**src/rtl/mux4_rr_arbiter.sv**
```systemverilog
// Round-robin arbiter for the shared 4:1 single-bit mux: one-hot grant, select lines and registered data.
// Optional hold timeout is compiled in with `define ARB_TIMEOUT_EN (uses MAX_HOLD / CNT_W).
//
// state | meaning
// IDLE  | no owner; gnt=0, busy=0, sel keeps its last value
// GRANT | owner holds the mux; sel=owner, gnt=1<<owner

module mux4_rr_arbiter #(
  parameter int MAX_HOLD = 8,
  parameter int CNT_W    = 4
) (
  input  logic       clk,
  input  logic       rst_n,
  input  logic [3:0] req,
  input  logic [3:0] d,
  output logic [3:0] gnt,
  output logic [1:0] sel,
  output logic       busy,
  output logic       y
);

  typedef enum logic {IDLE = 1'b0, GRANT = 1'b1} state_t;

  state_t     state, state_nx;
  logic [1:0] ptr, ptr_nx;
  logic [1:0] owner, owner_nx;
  logic       busy_nx;
  logic [2:0] pick_idle, pick_rel;
  logic [1:0] rel_start;
  logic       rel, force_rel;

  if (MAX_HOLD < 2 || MAX_HOLD > (1 << CNT_W)) begin : g_bad_cfg
    $error("mux4_rr_arbiter: MAX_HOLD must be in 2..2**CNT_W");
  end

  // Returns {found, index} of the first set bit scanning start, start+1, ... mod 4.
  function automatic logic [2:0] rr_pick(input logic [3:0] r, input logic [1:0] start);
    logic [2:0] res;
    logic [1:0] idx;
    res = 3'b000;
    for (int k = 3; k >= 0; k--) begin
      idx = start + 2'(k);
      if (r[idx]) res = {1'b1, idx};
    end
    return res;
  endfunction

  assign rel_start = owner + 2'd1;
  assign pick_idle = rr_pick(req, ptr);
  assign pick_rel  = rr_pick(req, rel_start);
  assign rel       = (state == GRANT) && !req[owner];
  assign sel       = owner;

`ifdef ARB_TIMEOUT_EN
  logic [CNT_W-1:0] cnt, cnt_nx;
  logic             at_limit;
  logic [3:0]       others;

  assign at_limit  = (cnt == CNT_W'(MAX_HOLD - 1));
  assign others    = req & ~(4'b0001 << owner);
  assign force_rel = (state == GRANT) && req[owner] && at_limit && (others != 4'b0000);
`else
  assign force_rel = 1'b0;
`endif

  always_comb begin
    state_nx = state;
    ptr_nx   = ptr;
    owner_nx = owner;
`ifdef ARB_TIMEOUT_EN
    cnt_nx   = cnt;
`endif
    case (state)
      IDLE: begin
        if (pick_idle[2]) begin
          state_nx = GRANT;
          owner_nx = pick_idle[1:0];
`ifdef ARB_TIMEOUT_EN
          cnt_nx   = '0;
`endif
        end
      end
      GRANT: begin
        if (rel || force_rel) begin
          // Forced and voluntary releases rotate identically; the old owner ends up last in the scan.
          ptr_nx = rel_start;
`ifdef ARB_TIMEOUT_EN
          cnt_nx = '0;
`endif
          if (pick_rel[2]) begin
            owner_nx = pick_rel[1:0];
          end else begin
            state_nx = IDLE;
          end
        end else begin
`ifdef ARB_TIMEOUT_EN
          cnt_nx = at_limit ? '0 : cnt + 1'b1;
`endif
        end
      end
      default: state_nx = IDLE;
    endcase
  end

  assign busy_nx = (state_nx == GRANT);

  always_ff @(posedge clk or negedge rst_n) begin
    if (!rst_n) begin
      state <= IDLE;
      ptr   <= 2'd0;
      owner <= 2'd0;
      gnt   <= 4'b0000;
      busy  <= 1'b0;
      y     <= 1'b0;
`ifdef ARB_TIMEOUT_EN
      cnt   <= '0;
`endif
    end else begin
      state <= state_nx;
      ptr   <= ptr_nx;
      owner <= owner_nx;
      busy  <= busy_nx;
      gnt   <= busy_nx ? (4'b0001 << owner_nx) : 4'b0000;
      y     <= busy_nx ? d[owner_nx] : 1'b0;
`ifdef ARB_TIMEOUT_EN
      cnt   <= cnt_nx;
`endif
    end
  end

endmodule
```
**config.mk**
```make
export PLATFORM = sky130hd
export DESIGN_NAME = mux4_rr_arbiter
export DESIGN_NICKNAME = d
export VERILOG_FILES = /design/src/rtl/mux4_rr_arbiter.sv
export SDC_FILE = /design/constraint.sdc
export NUM_CORES = 1
export LEC_CHECK = 0
export BUFFER_PORTS_ARGS = -buffer_cell sky130_fd_sc_hd__buf_2
export CAP_MARGIN = 0
export CORE_UTILIZATION = 30
export CTS_CLUSTER_DIAMETER = 80
export CTS_CLUSTER_SIZE = 16
export DETAILED_ROUTE_END_ITERATION = 8
export HOLD_SLACK_MARGIN = 0.02
export PLACE_DENSITY_LB_ADDON = 0.1
export SYNTH_ARGS = -nofsm -noshare
export SYNTH_HDL_FRONTEND = slang
export SYNTH_SLANG_ARGS = --single-unit
```
**constraint.sdc**
```tcl
create_clock -name clk -period 2 [get_ports clk]
set_input_delay 0 -clock clk [delete_from_list [all_inputs] [get_ports clk]]
set_output_delay 0 -clock clk [all_outputs]
set_load 0.02 [all_outputs]
```
# After elaboration in Yosys (flattened, before gate mapping)
# Index checks and enable logic that the tools add are counted.
dict set report totals {
  output_inout_bits 8
  register_bits 10
  wordCells 65
  inputBits 10
}
dict set report classes {
  muxes 38
  bitwise 1
  add_sub_neg 7
  n_reduce_logical 3
  magnitude_cmp 10
  n_shift 1
}
# operator n
set op_table {}
lappend op_table {{2-bit by 3-bit < comparator with 1-bit output (second input constant)} 10}
lappend op_table {{3-bit two-way mux} 8}
lappend op_table {{1-bit binary-select mux with 2-bit select} 10}
lappend op_table {{1-bit two-way mux} 14}
lappend op_table {{2-bit adder (second input constant)} 4}
lappend op_table {{2-bit by 1-bit adder with 2-bit output (second input constant)} 3}
lappend op_table {{2-bit two-way mux} 3}
lappend op_table {{4-bit two-way mux} 1}
lappend op_table {{2-bit case mux with 2 select lines} 1}
lappend op_table {{1-bit by 2-bit left shift with 4-bit output (first input constant)} 1}
lappend op_table {{1-bit case mux with 2 select lines} 1}
lappend op_table {{2-bit AND reduction} 1}
lappend op_table {{1-bit logical AND} 1}
lappend op_table {{1-bit zero test} 1}
lappend op_table {{1-bit inverter} 1}

# Depth between registers and ports, before layout
dict set report logic_depth {
  ltp_word 14
  ltp_mapped 7
  ltp_nobuf 6
}

# Worst setup path after synthesis
# No wires, ideal clock.
dict set report synth_path {
  path_type {register -> register}
  from {register owner[1], in the netlist sel[1]}
  to {register y}
  arrival_time_ps 1585
  setup_time_ps 131
  required_time_ps 1869
  path_buffers 1
  period_less_slack_ps 1716
  setup_slack_ps 284
  stages_incl_launch_ff 7
  cell_sequence {dfrtp_1 clkbuf_1 a221oi_1 nand4_1 o21ai_0 mux2i_1 o32ai_2}
}
dict set report synth_between {
  elab_chain_len 14
  elab_cells_between_ends 30
  cone_classes {add/sub (4); mux (24); reduce/logical (2)}
}
# item line
set synth_rtl {}
lappend synth_rtl {{start, declared} 26} ;# logic [1:0] owner, owner_nx;
lappend synth_rtl {{start signal, assigned} 121} ;# owner <= owner_nx;
lappend synth_rtl {{2-bit by 1-bit adder with 2-bit output} 48} ;# assign rel_start = owner + 2'd1;
lappend synth_rtl {{2-bit adder} 42} ;# idx = start + 2'(k);
lappend synth_rtl {{1-bit binary-select mux with 2-bit select} 43} ;# if (r[idx]) res = {1'b1, idx};
lappend synth_rtl {{1-bit two-way mux (implied by the code)} 43}
lappend synth_rtl {{3-bit two-way mux (4 in series)} 43}
lappend synth_rtl {{2-bit two-way mux} 90} ;# if (pick_rel[2]) begin
lappend synth_rtl {{2-bit two-way mux} 84} ;# if (rel || force_rel) begin
lappend synth_rtl {{2-bit case mux with 2 select lines} 73} ;# case (state)
lappend synth_rtl {{1-bit binary-select mux with 2-bit select} 124} ;# y <= busy_nx ? d[owner_nx] : 1'b0;
lappend synth_rtl {{1-bit two-way mux (implied by the code)} 124}
lappend synth_rtl {{1-bit two-way mux (*)} 124}
lappend synth_rtl {{end signal, assigned} 124}
lappend synth_rtl {{end, declared} 19} ;# output logic y
# Every way passes the cells marked *; elsewhere a longest branch is shown, timed or not. The select of a mux whose other input is x is not followed.
# A chain may end at the register's enable or synchronous reset.

# Worst setup path after layout
dict set report layout_path {
  from {register ptr[0]}
  to {register y}
}
dict set report layout_between {
  elab_chain_len 12
  elab_cells_between_ends 22
  cone_classes {add/sub (3); mux (19)}
}
# item line
set layout_rtl {}
lappend layout_rtl {{start, declared} 25} ;# logic [1:0] ptr, ptr_nx;
lappend layout_rtl {{start signal, assigned} 120} ;# ptr <= ptr_nx;
lappend layout_rtl {{2-bit adder} 42}
lappend layout_rtl {{1-bit binary-select mux with 2-bit select} 43}
lappend layout_rtl {{1-bit two-way mux (implied by the code)} 43}
lappend layout_rtl {{3-bit two-way mux (3 in series)} 43}
lappend layout_rtl {{3-bit two-way mux (*)} 43}
lappend layout_rtl {{2-bit two-way mux} 75} ;# if (pick_idle[2]) begin
lappend layout_rtl {{2-bit case mux with 2 select lines} 73}
lappend layout_rtl {{1-bit binary-select mux with 2-bit select} 124}
lappend layout_rtl {{1-bit two-way mux (implied by the code)} 124}
lappend layout_rtl {{1-bit two-way mux (*)} 124}
# Marked as above.

==> results by group <==
Yosys
  – Fraction of registers with async set/reset: 1.00
  – Yosys top cell by area: dfrtp_1
  – Number of synthesized flops with an enable pin: 0
  – Yosys cell types: 31
  – Top FF cell, synth: dfrtp_1
  – Post-Syn Instances: 73
  – Syn Nets: 83
  – Syn. warnings: 0
  – Mapped Avg Cell Area: 9.15 um2
  – Synth area leaders: dfrtp_1 37%, inv_1 3.9%, mux4_1 3.9%
  – Post-Syn Area: 668 um2
  – Share of the synthesized area in the top cell type: 0.375
  – Synthesis-stage register bit count: 10
  – Seq/Total Area, Yosys: 0.375

Critical path
  – Worst-path fanout max: 4
  – End of the worst register-to-register path: y
  – Startpoint types: flop
  – Crit Path Class: reg2reg
  – Reg2Reg Depth: 6
  – CP Data Arrival Time: 1.91 ns
  – Crit Reg-Reg Startpoint: ptr[0]
  – CP Capture Type: flop
  – Worst Path Required: 2.14 ns
  – R2R setup slack: 0.23 ns

Timing
  – Max-slew violation count: 0
  – Min Tclk post-route: 1.77 ns
  – Max Freq: 565 MHz
  – RSZ-0062 raised after global routing: false
  – Rel. slew slack: 0.656
  – Final period util: 0.886
  – Hold Worst Slack: 0.0519 ns
  – Setup TNS Final: 0 ns
  – Slew of the pin with the lowest slew margin: 0.511 ns
  – Post-route clock skew: 0.00892 ns
  – Hold violation count in the final report: 0
  – Setup violators final: 0

Run status
  – Status: finished clean

Floorplanning
  – IO Pins: 18
  – Rows: 16
  – Die ar.: 2420 um2
  – Core Area: 2020 um2
  – Chip Height: 49.2 um
  – Initial Utilization: 0.330
  – Chip Width: 49.2 um

Min path
  – Hold_sp: d[2]
  – Hold Path Depth: 3
  – Hold/Removal Path Class: in2reg
  – Hold endpoint: y

Placement
  – Port Buffers: 17
  – Hpwl dp: 1180 um
  – Placed instance area: 777 um2
  – Gp weighted congestion: 0.726

Layout
  – Fin nets: 104
  – # diodes: 0
  – Most frequent cells in the layout: 17 x buf_2, 10 x dfrtp_1, 7 x inv_1, 7 x nor2_1, 6 x nand2_1
  – Area Growth Syn to Fin: 23.2%
  – Area of the multi-input gates: 367 um2
  – Sequential Area: 250 um2
  – Post-Layout Inst Area: 823 um2
  – Commonest non-fill, non-tap cell in the layout: buf_2
  – Fillers: 217
  – Ratio of cells with drive above 1 in the final layout: 0.323

Global routing
  – Vias in the first global route: 583
  – Initial antenna violation count: 0
  – GRT Util Overall: 0.141
  – Largest net degree at the start of global routing: 13
  – Remaining global-route overflow: 0
  – First-pass GRT wire length: 2640 um

Drt
  – Routed Antenna Nets: 0
  – Wirelength per Cell: 12.9 um
  – Initial DRC count: 13
  – Post-DR vias/cell: 5.15
  – Drt pass-1 iters: 4
  – Final wirelength: 1550 um
  – # DRC: 0
  – Vias: 618

Clocking
  – Clock Path Buffers: 2
  – Root Buffer: clkbuf_4
  – Post-CTS Setup Inserts: 0
  – H-tree levels: 1
  – CTS tree: done
  – Clock latency on the worst-skew pair: 0.26 ns
  – Total CTS buffers: 3
  – CTS Sinks: 10
  – Clock transition at the registers of the reported paths: 0.07 ns

Power and ir drop
  – P_int: 0.589 mW
  – Sequential Power Share: 0.357
  – Power share of the combinational group: 0.462
  – Leak: 0.392 nW
  – Power Dens Cells: 1200 nW/um2
  – Switch share: 0.404
  – Overall Power: 0.988 mW
  – Worst vdd ir: 0.592 mV
  – Clock Power Share: 0.181
  – Psw: 0.399 mW

Job
  – Max_cap viols: 0
## logic make-up after synthesis
logic type                count (synthesis)  synth area share
AOI/OAI and AO/OA                        22             0.249
DFF                                      10             0.375
xor gates and xnor gates                  1            0.0131
and+or+nand+nor                          26             0.215
muxes                                     3            0.0712
buffers and inverters                    11            0.0768
## metal layers
layer,track usage,part of all wire,vias up
met5,0,0,-
li1,-,-,313
met2,0.226,0.45,25
met4,0.0735,0.0039,0
met1,0.186,0.49,278
met3,0.0156,0.055,2
## cell usage after synthesis (2+ instances only)
master,instances
a211o_1,2
a21oi_1,4
nand3_1,2
nor2_1,7
nand2_1,6
a221oi_1,3
dfrtp_1,10
o21ai_0,4
o211ai_1,2
nand4_1,2
inv_1,7
buf_2,2
nand2b_1,4
## power groups by stage
| stage | Sequential [mW] | Clock (mW) | Combinational (mW) |
|---|---|---|---|
| after floorplan | 0.393 | 0 | 0.298 |
| after global placement | 0.358 | 0 | 0.462 |
| after detailed placement | 0.354 | 0 | 0.458 |
| after CTS | 0.352 | 0.186 | 0.462 |
| after global routing | 0.363 | 0.196 | 0.504 |
| final | 0.353 | 0.179 | 0.456 |
## state kept, by name (all words and copies together), names as in the netlist
register	count
gnt	4
ptr	2
sel	2
state	1
y	1
## area by class of cell
cell class,count,area share
repair buffers,20,0.134
well taps,27,0.0410
inverters,7,0.0319
flip-flops and latches,10,0.304
clock buffers,4,0.0441
multi-input cells,52,0.445
## worst max-delay path by stage
| stage | endpoint | slack, ns | from |
|---|---|---|---|
| after global placement | y | 0.26 | sel[0] |
| after detailed placement | y | 0.20 | ptr[1] |
| after floorplan | y | 0.28 | sel[1] |
| after global routing | y | 0.04 | sel[0] |
| after CTS | y | 0.18 | ptr[1] |
| final | y | 0.23 | ptr[0] |
## through the flow
stage	instances	worst slack, ns	util
after floorplan	73	0.284	-
after global placement	115	0.258	0.384
after detailed placement	115	0.196	0.384
after CTS	120	0.184	0.407
after global routing	120	0.0440	0.407
final	120	0.229	0.407
## critical path: stages, from the launching register on
cell      delay, ns
dfrtp_1        0.41
nand2b_1       0.17
a21oi_1        0.15
o22ai_1        0.11
o21ai_0        0.44
mux2i_1        0.28
o32ai_2        0.11
## what timing repair did
item,CTS,global route
gates resized for setup,0,0
hold buffers,1,0
hold endpoints to repair,10,0
Note: power is estimated with default switching activity, not from simulation.
